**src/rtl/div16_8_seq_if.sv**
```systemverilog
// div16_8_seq_if -- request/result handshake bundle for the 16/8 divider.
//   in_valid/in_ready + dividend/divisor : request side
//   out_valid/out_ready + quotient/remainder/div_zero : result side
// master: the requester/consumer; slave: the divider.
interface div16_8_seq_if;
  logic        in_valid;
  logic        in_ready;
  logic [15:0] dividend;
  logic [7:0]  divisor;
  logic        out_valid;
  logic        out_ready;
  logic [15:0] quotient;
  logic [7:0]  remainder;
  logic        div_zero;

  modport master (
    output in_valid, dividend, divisor, out_ready,
    input  in_ready, out_valid, quotient, remainder, div_zero
  );

  modport slave (
    input  in_valid, dividend, divisor, out_ready,
    output in_ready, out_valid, quotient, remainder, div_zero
  );
endinterface

```
**src/rtl/div16_8_seq.sv**
```systemverilog
// div16_8_seq -- sequential restoring divider, 16-bit dividend / 8-bit divisor,
// one quotient bit per cycle, MSB first.
// Ports:
//   clk   : rising-edge clock
//   rst   : synchronous active-high reset
//   s_div : request/result bundle (slave modport of div16_8_seq_if)
//
// state | meaning
// IDLE  | waiting for a request, in_ready=1
// CALC  | retiring one quotient bit per cycle, counter 15..0
// DONE  | result presented, out_valid=1 until out_ready
module div16_8_seq (
  input  logic         clk,
  input  logic         rst,
  div16_8_seq_if.slave s_div
);

  typedef enum logic [1:0] {IDLE, CALC, DONE} state_t;

  state_t      r_state;
  state_t      w_state_nxt;

  logic [15:0] r_dividend;
  logic [7:0]  r_divisor;
  logic [7:0]  r_rem;
  logic [15:0] r_quot_work;
  logic [3:0]  r_cnt;
  logic [15:0] r_quot;
  logic [7:0]  r_rem_out;
  logic        r_div_zero;

  logic        w_in_ready;
  logic        w_out_valid;
  logic        w_accept;
  logic [8:0]  w_t;
  logic        w_ge;
  logic [7:0]  w_diff;
  logic [7:0]  w_rem_nxt;
  logic [15:0] w_quot_nxt;

  always_ff @(posedge clk) begin
    if (rst) r_state <= IDLE;
    else     r_state <= w_state_nxt;
  end

  always_comb begin
    w_state_nxt = r_state;
    w_in_ready  = 1'b0;
    w_out_valid = 1'b0;
    w_accept    = 1'b0;
    case (r_state)
      IDLE: begin
        w_in_ready = 1'b1;
        if (s_div.in_valid) begin
          w_accept    = 1'b1;
          w_state_nxt = (s_div.divisor == 8'd0) ? DONE : CALC;
        end
      end
      CALC: begin
        if (r_cnt == 4'd0) w_state_nxt = DONE;
      end
      DONE: begin
        w_out_valid = 1'b1;
        if (s_div.out_ready) w_state_nxt = IDLE;
      end
      default: w_state_nxt = IDLE;
    endcase
  end

  // The 9-bit trial value t can exceed 255, but whenever t >= divisor the true
  // difference is below the divisor, so the 8-bit wrapped subtraction is exact.
  always_comb begin
    w_t        = {r_rem, r_dividend[r_cnt]};
    w_ge       = (w_t >= {1'b0, r_divisor});
    w_diff     = w_t[7:0] - r_divisor;
    w_rem_nxt  = w_ge ? w_diff : w_t[7:0];
    w_quot_nxt = r_quot_work;
    w_quot_nxt[r_cnt] = w_ge;
  end

  // Working quotient is kept apart from the output register so the visible
  // result only changes when a division completes.
  always_ff @(posedge clk) begin
    if (rst) begin
      r_dividend  <= 16'd0;
      r_divisor   <= 8'd0;
      r_rem       <= 8'd0;
      r_quot_work <= 16'd0;
      r_cnt       <= 4'd0;
      r_quot      <= 16'd0;
      r_rem_out   <= 8'd0;
      r_div_zero  <= 1'b0;
    end else begin
      case (r_state)
        IDLE: begin
          if (w_accept) begin
            r_dividend  <= s_div.dividend;
            r_divisor   <= s_div.divisor;
            r_rem       <= 8'd0;
            r_quot_work <= 16'd0;
            r_cnt       <= 4'd15;
            if (s_div.divisor == 8'd0) begin
              r_quot     <= 16'hFFFF;
              r_rem_out  <= s_div.dividend[7:0];
              r_div_zero <= 1'b1;
            end
          end
        end
        CALC: begin
          r_rem       <= w_rem_nxt;
          r_quot_work <= w_quot_nxt;
          r_cnt       <= r_cnt - 4'd1;
          if (r_cnt == 4'd0) begin
            r_quot     <= w_quot_nxt;
            r_rem_out  <= w_rem_nxt;
            r_div_zero <= 1'b0;
          end
        end
        default: ;
      endcase
    end
  end

  assign s_div.in_ready  = w_in_ready;
  assign s_div.out_valid = w_out_valid;
  assign s_div.quotient  = r_quot;
  assign s_div.remainder = r_rem_out;
  assign s_div.div_zero  = r_div_zero;

endmodule

```
**src/flat_wrapper.sv**
```systemverilog
// flat-port wrapper written by rule: the top's interface ports become plain ports
module div16_8_seq_flat 
  (clk, rst, s_div_in_valid, s_div_dividend, s_div_divisor, s_div_out_ready, s_div_in_ready, s_div_out_valid, s_div_quotient, s_div_remainder, s_div_div_zero);
  div16_8_seq_if s_div_i ();
  input  logic clk;
  input  logic rst;
  input wire logic [$bits(s_div_i.in_valid)-1:0] s_div_in_valid;
  input wire logic [$bits(s_div_i.dividend)-1:0] s_div_dividend;
  input wire logic [$bits(s_div_i.divisor)-1:0] s_div_divisor;
  input wire logic [$bits(s_div_i.out_ready)-1:0] s_div_out_ready;
  output wire logic [$bits(s_div_i.in_ready)-1:0] s_div_in_ready;
  output wire logic [$bits(s_div_i.out_valid)-1:0] s_div_out_valid;
  output wire logic [$bits(s_div_i.quotient)-1:0] s_div_quotient;
  output wire logic [$bits(s_div_i.remainder)-1:0] s_div_remainder;
  output wire logic [$bits(s_div_i.div_zero)-1:0] s_div_div_zero;
  assign s_div_i.in_valid = s_div_in_valid;
  assign s_div_i.dividend = s_div_dividend;
  assign s_div_i.divisor = s_div_divisor;
  assign s_div_i.out_ready = s_div_out_ready;
  assign s_div_in_ready = s_div_i.in_ready;
  assign s_div_out_valid = s_div_i.out_valid;
  assign s_div_quotient = s_div_i.quotient;
  assign s_div_remainder = s_div_i.remainder;
  assign s_div_div_zero = s_div_i.div_zero;
  div16_8_seq u_core (.clk(clk), .rst(rst), .s_div(s_div_i));
endmodule
```
**config.mk**
```make
export PLATFORM = sky130hd
export DESIGN_NAME = div16_8_seq_flat
export DESIGN_NICKNAME = d
export VERILOG_FILES = /design/src/rtl/div16_8_seq_if.sv /design/src/rtl/div16_8_seq.sv /design/src/flat_wrapper.sv
export SDC_FILE = /design/constraint.sdc
export NUM_CORES = 1
export LEC_CHECK = 0
export ABC_AREA = 1
export BUFFER_PORTS_ARGS = -buffer_cell sky130_fd_sc_hd__buf_2
export CAP_MARGIN = 20
export CORE_MARGIN = 4
export CORE_UTILIZATION = 52
export DETAILED_ROUTE_END_ITERATION = 10
export HOLD_SLACK_MARGIN = 0.02
export PLACE_DENSITY_LB_ADDON = 0.08
export SYNTH_ARGS = -nofsm -noshare
export SYNTH_HDL_FRONTEND = slang
export SYNTH_SLANG_ARGS = --single-unit
```
**constraint.sdc**
```tcl
create_clock -name clk -period 2.34 [get_ports clk]
set_input_delay 0.117 -clock clk [delete_from_list [all_inputs] [get_ports clk]]
set_output_delay 0.117 -clock clk [all_outputs]
set_load 0.005 [all_outputs]
```
-- Word-level counts from Yosys, hierarchy flattened
Index checks and enable logic that the tools add are counted.
- add/sub/neg operators: 2
- equality and inequality tests: 7
- magnitude comparators: 3
- reduce and logical (&&, ||, !) cells: 9
- mux-type cells: 33
- operators with widths (cell ; count):
    $mux 16 ; 4
    $pmux 16 s2 ; 2
    $mux 8 ; 5
    $pmux 8 s2 ; 2
    $bwmux 16 ; 1
    $ge 9x8->1 ; 1
    $mux 1 ; 9
    $logic_not 8->1 ; 1
    $mux 2 ; 4
    $pmux 4 s2 ; 1
    $sub 8x8->8 ; 1
    $ne 2x1->1 const B ; 3
    $pmux 2 s3 ; 1
    $lt 4x5->1 const B ; 1
    $bmux 1 s4 ; 1
    $demux 1 s4 ; 1
    $ge 4x1->1 const B ; 1
    $logic_not 4->1 ; 1
    $mux 4 ; 1
    $ne 2x2->1 const B ; 2
    $reduce_and 2->1 ; 2
    $reduce_and 4->1 ; 1
    $sub 4x1->4 const B ; 1
    $reduce_and 3->1 ; 1
    6 further kinds ; 6
- output and inout port bits: 27
- logic and storage cells: 63
- bits of input ports: 28
- register bits: 79

-- Depth between registers and ports, before layout
Gate-level depths: netlist (run 1).
- word-level depth: 7
- gate-level depth with buffers: 21
- gate-level depth less buffers: 19

-- Least setup slack after synthesis (run 1)
Ideal clock, no wire load.
- kind: flip-flop to flip-flop
- from: register u_core.r_cnt[0]
- to: register u_core.r_rem_out[6], in the netlist u_core.s_div.remainder[6]
- clock period less this slack: 2.228 ns
- data arrival time: 2.157 ns
- stages on the path, launching flop included: 19
- required time: 2.270 ns
- slack: 0.112 ns
- path through: dfxtp_1 clkinv_1 nand2_1 nand3_1 nand2_1 nand2_1 nand2_1 nor2_1 ha_1 fa_1 inv_1 nand3_1 nand3_1 nand2_1 nand2_1 nand2_1 nand2_1 nand3_1 a21oi_1
- longest elaborated chain between the ends: 6
- elaborated cells between the ends (all ways): 10
- classes of those cells: add/sub (1); order compare (1); eq/ne (1); mux (5); reduce/logical (2)
- RTL lines (item ; RTL line ; RTL):
    start, declared ; div16_8_seq.sv:27 ; logic [3:0] r_cnt;
    start signal, assigned ; div16_8_seq.sv:112 ; r_cnt <= r_cnt - 4'd1;
    $bmux 1 s4 ; div16_8_seq.sv:73 ; w_t = {r_rem, r_dividend[r_cnt]};
    $mux 1 (not written as such) ; div16_8_seq.sv:73 ;
    $sub 8x8->8 or $ge 9x8->1 (tied branches) ; div16_8_seq.sv:75, div16_8_seq.sv:74 ;
    $mux 8 ; div16_8_seq.sv:76 ; w_rem_nxt = w_ge ? w_diff : w_t[7:0];
    $mux 8 ; div16_8_seq.sv:113 ; if (r_cnt == 4'd0) begin
    $pmux 8 s2 ; div16_8_seq.sv:94 ; case (r_state)
    end signal, assigned ; div16_8_seq.sv:104 ; r_rem_out <= s_div.dividend[7:0];
    end signal, assigned ; div16_8_seq.sv:115 ; r_rem_out <= w_rem_nxt;
    end, declared ; div16_8_seq.sv:29 ; logic [7:0] r_rem_out;
Parallel ways exist; a longest one is shown, timed or not. The select of a mux whose other input is x is not followed.
A chain may end at the register's enable or synchronous reset.

-- Worst setup path in the final report (run 1)
- from: register u_core.r_cnt[0]
- to: register u_core.r_rem_out[3], in the netlist u_core.s_div.remainder[3]
Same word-level chain as after synthesis.

==> metrics, run 1 <==
DRT Pass-1 Iters=5; vias per cell=~5.4; share of cells above drive strength 1=0.233; critical path class=register to register; HPWL Detailed=7450 um; dominant cell type by area after synthesis=dfxtp_1; r2r setup slk=0.06 ns; row count=31; total wire length=around 11000 um; Num CTS Buffers=9; Power Total=8.69 mW; pre-CTS setup slack=-0.0874 ns; routability cong.=0.914; setup slack after layout=between 0.06 and 0.07 ns; Main synth FF type=dfxtp_1; # diodes=0; Hold WS=about 0.046 ns; CTS tree=built; register area share after synthesis=0.392; Nets=between 600 and 700; P_leak=about 2.3 nW; Hold Vio Cnt, Final=0; final setup vio count=0; Yosys warnings=0; WL/cell=roughly 15 um; Hold Crit Class=input pin to register; CTS H-tree lvls=3; crit-path max FO=8; clock latency on the worst-skew pair=between 0.3 and 0.4 ns; final antenna-violating net count=0; Clock Tree Buf Depth=2; Hold Path Origin=s_div_dividend[9]; Worst path slowest cell=dfxtp_2; status=complete, no violations; Die Y=around 95 um; Crit path largest cell delay=roughly 0.35 ns; Worst EP arrival=between 2 and 3 ns; first-pass GRT wire length=between 15000 and 20000 um; CTS Sinks=~80; Global Route Usage Sum=0.246; initial antenna violation count=0; 1st-iter DRT viols=between 200 and 250; Cell Area, Synth=0.00398 mm2; GRT overflow=0; Avg Cell Area, Syn=6.93 um2; Worst Clk Skew=0.00681 ns; Max Cap Viol=0; WHS Endpoint=u_core.r_dividend[9]; r2r startpoint=u_core.r_cnt[0]; Reg clk slew, reported paths=~0.090 ns; top cells by area, synth=dfxtp_1 39%, nand2_1 13%, a21oi_1 9.2%, o21ai_0 6.9%, inv_1 6.3%; CP Data Required Time=about 2.6 ns; Synth Register Bits=between 70 and 80; Peak VDD IR=between 0.0015 and 0.002 V; Rel. slew slack=0.578; Core Area=between 0.007 and 0.008 mm2; commonest cells in the netlist=142 x nand2_1, 78 x dfxtp_1, 73 x a21oi_1, 67 x inv_1, 55 x o21ai_0; Startpoint Class=register; Netlist cell types=38; Setup crit end kind=register; Slew Limit Fails=0; area delta synth->final=24.6%; Max Clk Rate=~440 MHz; R2R cell count=19; largest net degree at the start of global routing=46; post-synth top area share=0.392; Slew @ Worst Pin=around 0.63 ns; IO buf count=between 50 and 60; IO Count=55; CP delay by family, top=simple AND/OR/NAND/NOR gates; die area=slightly above 0.009 mm2; Hold Path Cell Cnt=3; DR vias=4020; most frequent cell after synthesis=nand2_1; Initial Utilization=0.543; Reg-to-Reg End=u_core.s_div.remainder[3]; Power Dens Cells=roughly 1800 mW/mm2; setup TNS=0 ns; Net Count, Synth=about 620; vias in the first global route=approximately 3700; Post-synth ARST share=0; Final Util=0.677; root buffer cell=clkbuf_8; drt drc=0; fin crit share=0.972; Crit path top cell by count=nand2_1; Die Wd=95.5 um; min Tclk post-route=between 2 and 2.5 ns; EDFF count, synth=0; CP bufs+invs=3; Synth Instances=between 500 and 600; CP cell instances=buf_6 > nor2_2 > nor2_1 > nand2_1 > nand2_1 > nand2_1 > nand2_2 > nor2_4 > ha_4 > inv_1 > nand2_1 > nand2_2 > nand3_2 > nand2_2 > nand2_4 > nand2_8 > buf_6 > o211ai_1 > a21oi_1
## worst min-delay path: cells and delay by family
family                 cells  cell delay, ns
AO/OA/AOI/OAI              2            0.17
buffers and inverters      1            0.07
## power by group
group	internal [mW]	total (mW)	switching, mW
logic	2.16	5.47	3.31
registers	1.71	1.97	0.253
clock network	0.714	1.25	0.537
total	4.59	8.69	4.10
## flip-flops by register name, indices dropped and copies added, names as in the netlist
register and count:
u_core.r_dividend 16, u_core.s_div.quotient 16, u_core.r_quot_work 15, u_core.r_divisor 8, u_core.r_rem 8, u_core.s_div.remainder 8, u_core.r_cnt 4, u_core.r_state 2
u_core.s_div.div_zero 1
## worst max-delay path by stage
stage	start	to	slack, ns	cells after the start
finish	u_core.r_cnt[0]	u_core.s_div.remainder[3]	0.06	19
CTS	u_core.r_cnt[1]	u_core.s_div.remainder[1]	0.01	16
global route	u_core.r_cnt[0]	u_core.s_div.remainder[1]	-0.01	20
detailed placement	u_core.r_cnt[0]	u_core.s_div.remainder[1]	-0.09	20
global placement	u_core.r_cnt[0]	u_core.s_div.remainder[5]	-0.04	16
floorplan	u_core.r_cnt[0]	u_core.s_div.remainder[6]	0.11	18
## cell type report
cell class,count,area [um2]
Clock buffer,9,124
Sequential cell,78,1570
Clock inverter,7,121
Timing Repair Buffer,88,571
Tap cell,99,124
Inverter,73,280
Multi-Input combinational cell,397,2170
Fill cell,617,2370
## cells in the final DEF, fill, tap and decap left out, drive strengths merged, types with 2 or more instances in the layout
cell	Yosys	final
a21oi	73	73
buf	11	84
bufinv	0	3
clkbuf	15	9
clkinv	2	4
dfxtp	78	78
dlygate4sd3	0	4
ha	14	14
inv	71	73
nand2	147	147
nand3	29	29
nand4	5	5
nor2	38	38
nor3	2	2
o211ai	18	18
o21ai	57	57
or2	2	2
xnor2	2	2
xor2	2	2
## cell families (layout without fill, tap and decap cells)
family                   Yosys count  in the layout  synth area share
AO/OA/AOI/OAI                    153            153             0.208
buffers and inverters             99            177             0.102
XOR/XNOR                           4              4           0.00880
adder cells (fa/ha/maj)           15             15            0.0490
AND/OR/NAND/NOR                  225            225             0.240
flip-flops                        78             78             0.392
## metrics by stage
step,instance area (um2),instances
4_1_cts,4750,748
3_3_place_gp,4450,728
6_report,4960,751
2_1_floorplan,3980,574
3_5_place_dp,4450,728
5_1_grt,4960,751
## layer usage
metal / vias to the layer above / global-route usage / part of all wire / routed length (um)
met4: 0 / 0.0936 / 0.014 / 155
li1: 2036 / - / - / -
met3: 15 / 0.0489 / 0.067 / 729
met2: 133 / 0.377 / 0.44 / 4760
met1: 1836 / 0.340 / 0.48 / 5260
met5: - / 0 / 0 / 0
## repair_timing
item	in CTS	in global routing
pin swaps	0	10
endpoints found under the setup margin	44	47
hold buffers	4	0
buffers inserted	0	3
resized for setup	5	52
endpoints found under the hold margin	4	0
No activity file was read; power rests on OpenSTA's default activity.
==> run 2: changes to the inputs <==
--- a/config.mk
+++ b/config.mk
@@ -13,6 +13,7 @@
 export DETAILED_ROUTE_END_ITERATION = 10
 export HOLD_SLACK_MARGIN = 0.02
 export PLACE_DENSITY_LB_ADDON = 0.08
+export RECOVER_POWER = 25
 export SYNTH_ARGS = -nofsm -noshare
 export SYNTH_HDL_FRONTEND = slang
 export SYNTH_SLANG_ARGS = --single-unit
==> run 2 against run 1 <==
Compared with the run above:
- worst setup slack gained 0.0055 ns
- cell count is the same
- sequential power is essentially flat
- flip-flop and latch count is the same
- die area is the same
- non-clock buffer count is the same
- global-route usage is the same
- routed wire length grew 0.38%
- clock skew shrank 0.00056 ns
- utilization shrank 0.27 points
- total power shrank 0.21%
- register-to-register slack is essentially flat
- highest routed layer unchanged
==> metrics, run 2 (synthesis results as in run 1) <==
status=complete, no violations; first-pass GRT wire length=between 15000 and 20000 um; HPWL Detailed=7450 um; Hold Vio Cnt, Final=0; commonest non-fill, non-tap cell in the layout=nand2_1; Hold Path Origin=s_div_out_ready; vias in the first global route=~3700; R2R cell count=19; crit-path max FO=8; Max Cap Viol=0; Die Wd=95.5 um; Startpoint Class=register; Peak VDD IR=~0.0016 V; CTS H-tree lvls=3; Max Clk Rate=441 MHz; min Tclk post-route=between 2 and 2.5 ns; Power Dens Cells=1760 mW/mm2; area delta synth->final=24.1%; drt drc=0; final antenna-violating net count=0; Register Area=between 0.0015 and 0.002 mm2; Setup crit end kind=register; P_leak=2.19 nW; Rel. slew slack=0.584; Global Route Usage Sum=0.246; CTS Sinks=between 70 and 80; IO buf count=54; final setup vio count=0; 1st-iter DRT viols=a little under 200; # diodes=0; pre-CTS setup slack=-0.0874 ns; CP Data Required Time=2.57 ns; WL/cell=approximately 15 um; DR vias=~4000; CTS tree=built; Slew Limit Fails=0; Reg clk slew, reported paths=~0.090 ns; total wire length=between 10000 and 15000 um; initial antenna violation count=0; DRT Pass-1 Iters=5; CP Capture Point=u_core.s_div.remainder[3]; Reg-to-Reg End=u_core.s_div.remainder[3]; row count=31; largest net degree at the start of global routing=46; Core Area=around 0.0073 mm2; r2r setup slk=about 0.070 ns; Num CTS Buffers=9; Worst EP arrival=~2.5 ns; Worst Clk Skew=between 0.006 and 0.007 ns; GRT overflow=0; most frequent cells in the layout=137 x nand2_1, 74 x dfxtp_1, 66 x a21oi_1; share of cells above drive strength 1=0.209; Initial Utilization=0.543; r2r startpoint=u_core.r_cnt[0]; critical path class=register to register; root buffer cell=clkbuf_8; # fillers=about 630; multi-input logic area=~0.0022 mm2; Nets=slightly below 700; vias per cell=between 5 and 6; Slew @ Worst Pin=a little over 0.6 ns; setup TNS=0 ns; routability cong.=between 0.9 and 1; IO Count=55; die area=between 0.009 and 0.01 mm2; Clock Tree Buf Depth=2; fin crit share=0.970; clock latency on the worst-skew pair=0.35 ns; setup slack after layout=0.0700 ns; Die Y=95.5 um; Setup crit start=u_core.r_cnt[0]; Hold Crit Class=input pin to register
==> run 2: layout make-up <==
class | instances | share of cell area
repair buffers | 88 | 0.111
inverters | 73 | 0.0567
clock inverters | 7 | 0.0246
multi-input cells | 397 | 0.440
clock buffers | 9 | 0.0251
flip-flops and latches | 78 | 0.317
well taps | 99 | 0.0251
==> run 2: critical path, stage by stage (launching register included) <==
cell and delay (ns):
dfxtp_2 0.35, buf_6 0.13, nor2_2 0.09, nor2_1 0.05
nand2_1 0.05, nand2_1 0.04, nand2_1 0.06, nand2_2 0.07
nor2_4 0.18, ha_4 0.15, inv_1 0.03, nand2_1 0.06
nand2_2 0.07, nand3_2 0.07, nand2_2 0.08, nand2_4 0.11
nand2_8 0.09, buf_6 0.14, o211ai_1 0.20, a21oi_1 0.12
==> run 2: routing by layer <==
layer | wire [um] | vias to the layer above | global-route usage | share of wire
met5 | 0 | - | 0 | 0
met4 | 227 | 0 | 0.0936 | 0.021
met3 | 803 | 24 | 0.0489 | 0.073
met2 | 4720 | 139 | 0.377 | 0.43
met1 | 5190 | 1820 | 0.340 | 0.47
li1 | - | 2034 | - | -
==> run 2: what timing repair did <==
action / in CTS / in global routing
hold buffers: 4 / 0
pin swaps: 0 / 10
buffers inserted: 0 / 3
hold endpoints to repair: 4 / 0
gates cloned: 0 / 0
endpoints found under the setup margin: 44 / 47
resized for setup: 5 / 52
==> run 2: worst min-delay path by stage <==
| stage | endpoint | cells past startpoint |
|---|---|---|
| final | u_core.r_state[1] | 4 |
| after global routing | u_core.r_state[1] | 4 |
| after CTS | u_core.r_dividend[12] | 3 |
| after detailed placement | u_core.r_dividend[8] | 3 |
| after global placement | u_core.r_dividend[10] | 3 |
| after floorplan | u_core.r_dividend[10] | 2 |
==> run 2: report_power, final <==
| group | internal, mW | total (mW) | switching (mW) |
|---|---|---|---|
| sequential | 1.71 | 1.97 | 0.255 |
| combinational | 2.14 | 5.46 | 3.32 |
| clock | 0.714 | 1.25 | 0.532 |
| total | 4.57 | 8.67 | 4.11 |
==> run 2: through the flow <==
step / cells / cell area [um2] / hold slack [ns] / utilization / power [mW]
after floorplan: 574 / 3980 / 0.252 / - / 4.92
after global placement: 728 / 4450 / 0.338 / 0.607 / 6.28
after detailed placement: 728 / 4450 / 0.348 / 0.607 / 6.35
after CTS: 748 / 4750 / 0.0389 / 0.649 / 7.71
after global routing: 751 / 4940 / 0.0687 / 0.674 / 9.32
final: 751 / 4940 / 0.0520 / 0.674 / 8.67
==> run 3: changes to the inputs <==
--- a/config.mk
+++ b/config.mk
@@ -8,8 +8,10 @@
 export ABC_AREA = 1
 export BUFFER_PORTS_ARGS = -buffer_cell sky130_fd_sc_hd__buf_2
 export CAP_MARGIN = 20
+export CELL_PAD_IN_SITES_DETAIL_PLACEMENT = 0
+export CELL_PAD_IN_SITES_GLOBAL_PLACEMENT = 1
 export CORE_MARGIN = 4
-export CORE_UTILIZATION = 52
+export CORE_UTILIZATION = 44
 export DETAILED_ROUTE_END_ITERATION = 10
 export HOLD_SLACK_MARGIN = 0.02
 export PLACE_DENSITY_LB_ADDON = 0.08
==> constraint.sdc (replaced) <==
create_clock -name clk -period 2.76 [get_ports clk]
set_input_delay 0.138 -clock clk [delete_from_list [all_inputs] [get_ports clk]]
set_output_delay 0.138 -clock clk [all_outputs]
set_load 0.005 [all_outputs]
==> run 3 against run 2 <==
Compared with the run above:
- clock skew grew 0.0034 ns
- sequential share of layout area is 2.4 points higher
- routed wire length shrank 0.99%
- largest cell class unchanged
- largest power group unchanged
- flip-flop and latch count unchanged
- fmax fell by 10%
- first-iteration DRC count grew 40%
- design area down 7.2%
- register-to-register slack improved by 0.15 ns
- count of clock-buffer cells in the layout is 2 higher
==> metrics, run 3 (synthesis results as in run 1) <==
Peak VDD IR=about 0.00074 V; setup TNS=0 ns; P_leak=~2 nW; share of cells above drive strength 1=0.135; routability cong.=0.865; # diodes=0; root buffer cell=clkbuf_8; final setup vio count=0; # fillers=between 900 and 1000; crit-path max FO=14; final antenna-violating net count=0; Die Wd=around 100 um; RSZ-0062 raised after global routing=no; largest net degree at the start of global routing=46; Core Area=0.00876 mm2; clock latency on the worst-skew pair=~0.35 ns; CTS H-tree lvls=3; Rel. slew slack=0.563; critical path class=register to register; Max Clk Rate=around 400 MHz; HPWL Detailed=about 7500 um; CTS tree=built; 1st-iter DRT viols=approximately 280; Worst Clk Skew=approximately 0.0097 ns; Die Y=103 um; Nets=roughly 680; DRT Pass-1 Iters=5; Initial Utilization=0.454; GRT overflow=0; Setup crit end kind=register; WL/cell=14.5 um; CP bufs+invs=1; Hold Crit Class=input pin to register; first-pass GRT wire length=approximately 17000 um; DR vias=3809; Power Dens Cells=approximately 1300 mW/mm2; CP Data Required Time=between 2 and 3 ns; Power Total=around 6.0 mW; most frequent cells in the layout=142 x nand2_1, 77 x dfxtp_1, 73 x a21oi_1; Global Route Usage Sum=0.211; Worst EP arrival=between 2 and 3 ns; min Tclk post-route=2.54 ns; Slew @ Worst Pin=between 0.6 and 0.7 ns; CP delay by family, top=simple AND/OR/NAND/NOR gates; vias in the first global route=between 3000 and 4000; Worst path slowest cell=dfxtp_2; initial antenna violation count=0; commonest non-fill, non-tap cell in the layout=nand2_1; CP cell instances=clkinvlp_4 > nand3_1 > nand2_1 > nand2_1 > nand2_1 > nor2_2 > ha_1 > nand3_1 > nor2_1 > nor2_2 > nand2_4 > or2_2 > nand3_1 > a21oi_1; drt drc=0; row count=34; status=complete, no violations; Startpoint Class=register; fin crit share=0.919; CTS Sinks=78; die area=about 0.011 mm2; Final Util=0.523; r2r setup slk=0.22 ns; total wire length=approximately 11000 um; Max Cap Viol=0; Crit path largest cell delay=approximately 0.43 ns; Num CTS Buffers=9; Slew Limit Fails=0; IO buf count=54; vias per cell=5.11; Clock Tree Buf Depth=2; area delta synth->final=15.2%; Hold Vio Cnt, Final=0; Reg clk slew, reported paths=approximately 0.080 ns; IO Count=55; Post-DP Area=0.00438 mm2; Post-Layout Inst Area=roughly 0.0046 mm2
[run 3: cell types whose count changed in the layout (fill, tap and decap cells not counted), moves of 6 or more]
cell / previous run / this run
nand3_1: 20 / 27
nor2_1: 29 / 35
a21oi_1: 66 / 73
nand3_2: 7 / 1
clkbuf_1: 15 / 21
buf_4: 23 / 15
[run 3: tightest hold or removal path, stage by stage]
cell    delay, ns
buf_2        0.07
nor2_1       0.03
nor2_1       0.10
[run 3: final timing paths]
check | start | end | cells past startpoint
max | u_core.r_cnt[1] | u_core.s_div.remainder[5] | 14
min | s_div_dividend[8] | u_core.r_dividend[8] | 3
max reg2reg | u_core.r_cnt[1] | u_core.s_div.remainder[5] | 14
min reg2reg | u_core.r_dividend[6] | u_core.r_dividend[6] | 2
[run 3: timing repair]
item	4_1_cts	5_1_grt
buffers inserted	0	3
endpoints found under the hold margin	2	0
endpoints found under the setup margin	0	47
hold buffers	2	0
gates resized for setup	0	6
[run 3: metrics by stage]
stage                     instances  setup slack [ns]  hold WS [ns]
after floorplan                 574             0.532         0.273
after global placement          724             0.169         0.361
after detailed placement        724            0.0597         0.368
after CTS                       742            0.0255        0.0273
after global routing            745           0.00294        0.0378
final                           745             0.224        0.0380
[run 3: layout make-up]
type,instances,area [um2],area share
Multi-Input combinational cell,397,2010,0.439
Sequential cell,78,1560,0.341
Timing Repair Buffer,73,409,0.0892
Inverter,73,288,0.0628
Clock buffer,11,141,0.0308
Tap cell,108,135,0.0295
Clock inverter,5,35.0,0.00764
[run 3: layer usage]
layer | routed length [um] | global-route usage | part of all wire
met5 | 0 | 0 | 0
met4 | 111 | 0.0677 | 0.010
met3 | 490 | 0.0277 | 0.045
met2 | 4760 | 0.318 | 0.44
met1 | 5480 | 0.310 | 0.51
[run 3: power breakdown]
part           switching (mW)  internal (mW)  total [mW]
sequential              0.200           1.45        1.65
clock                   0.431          0.352       0.783
combinational            2.37           1.22        3.59
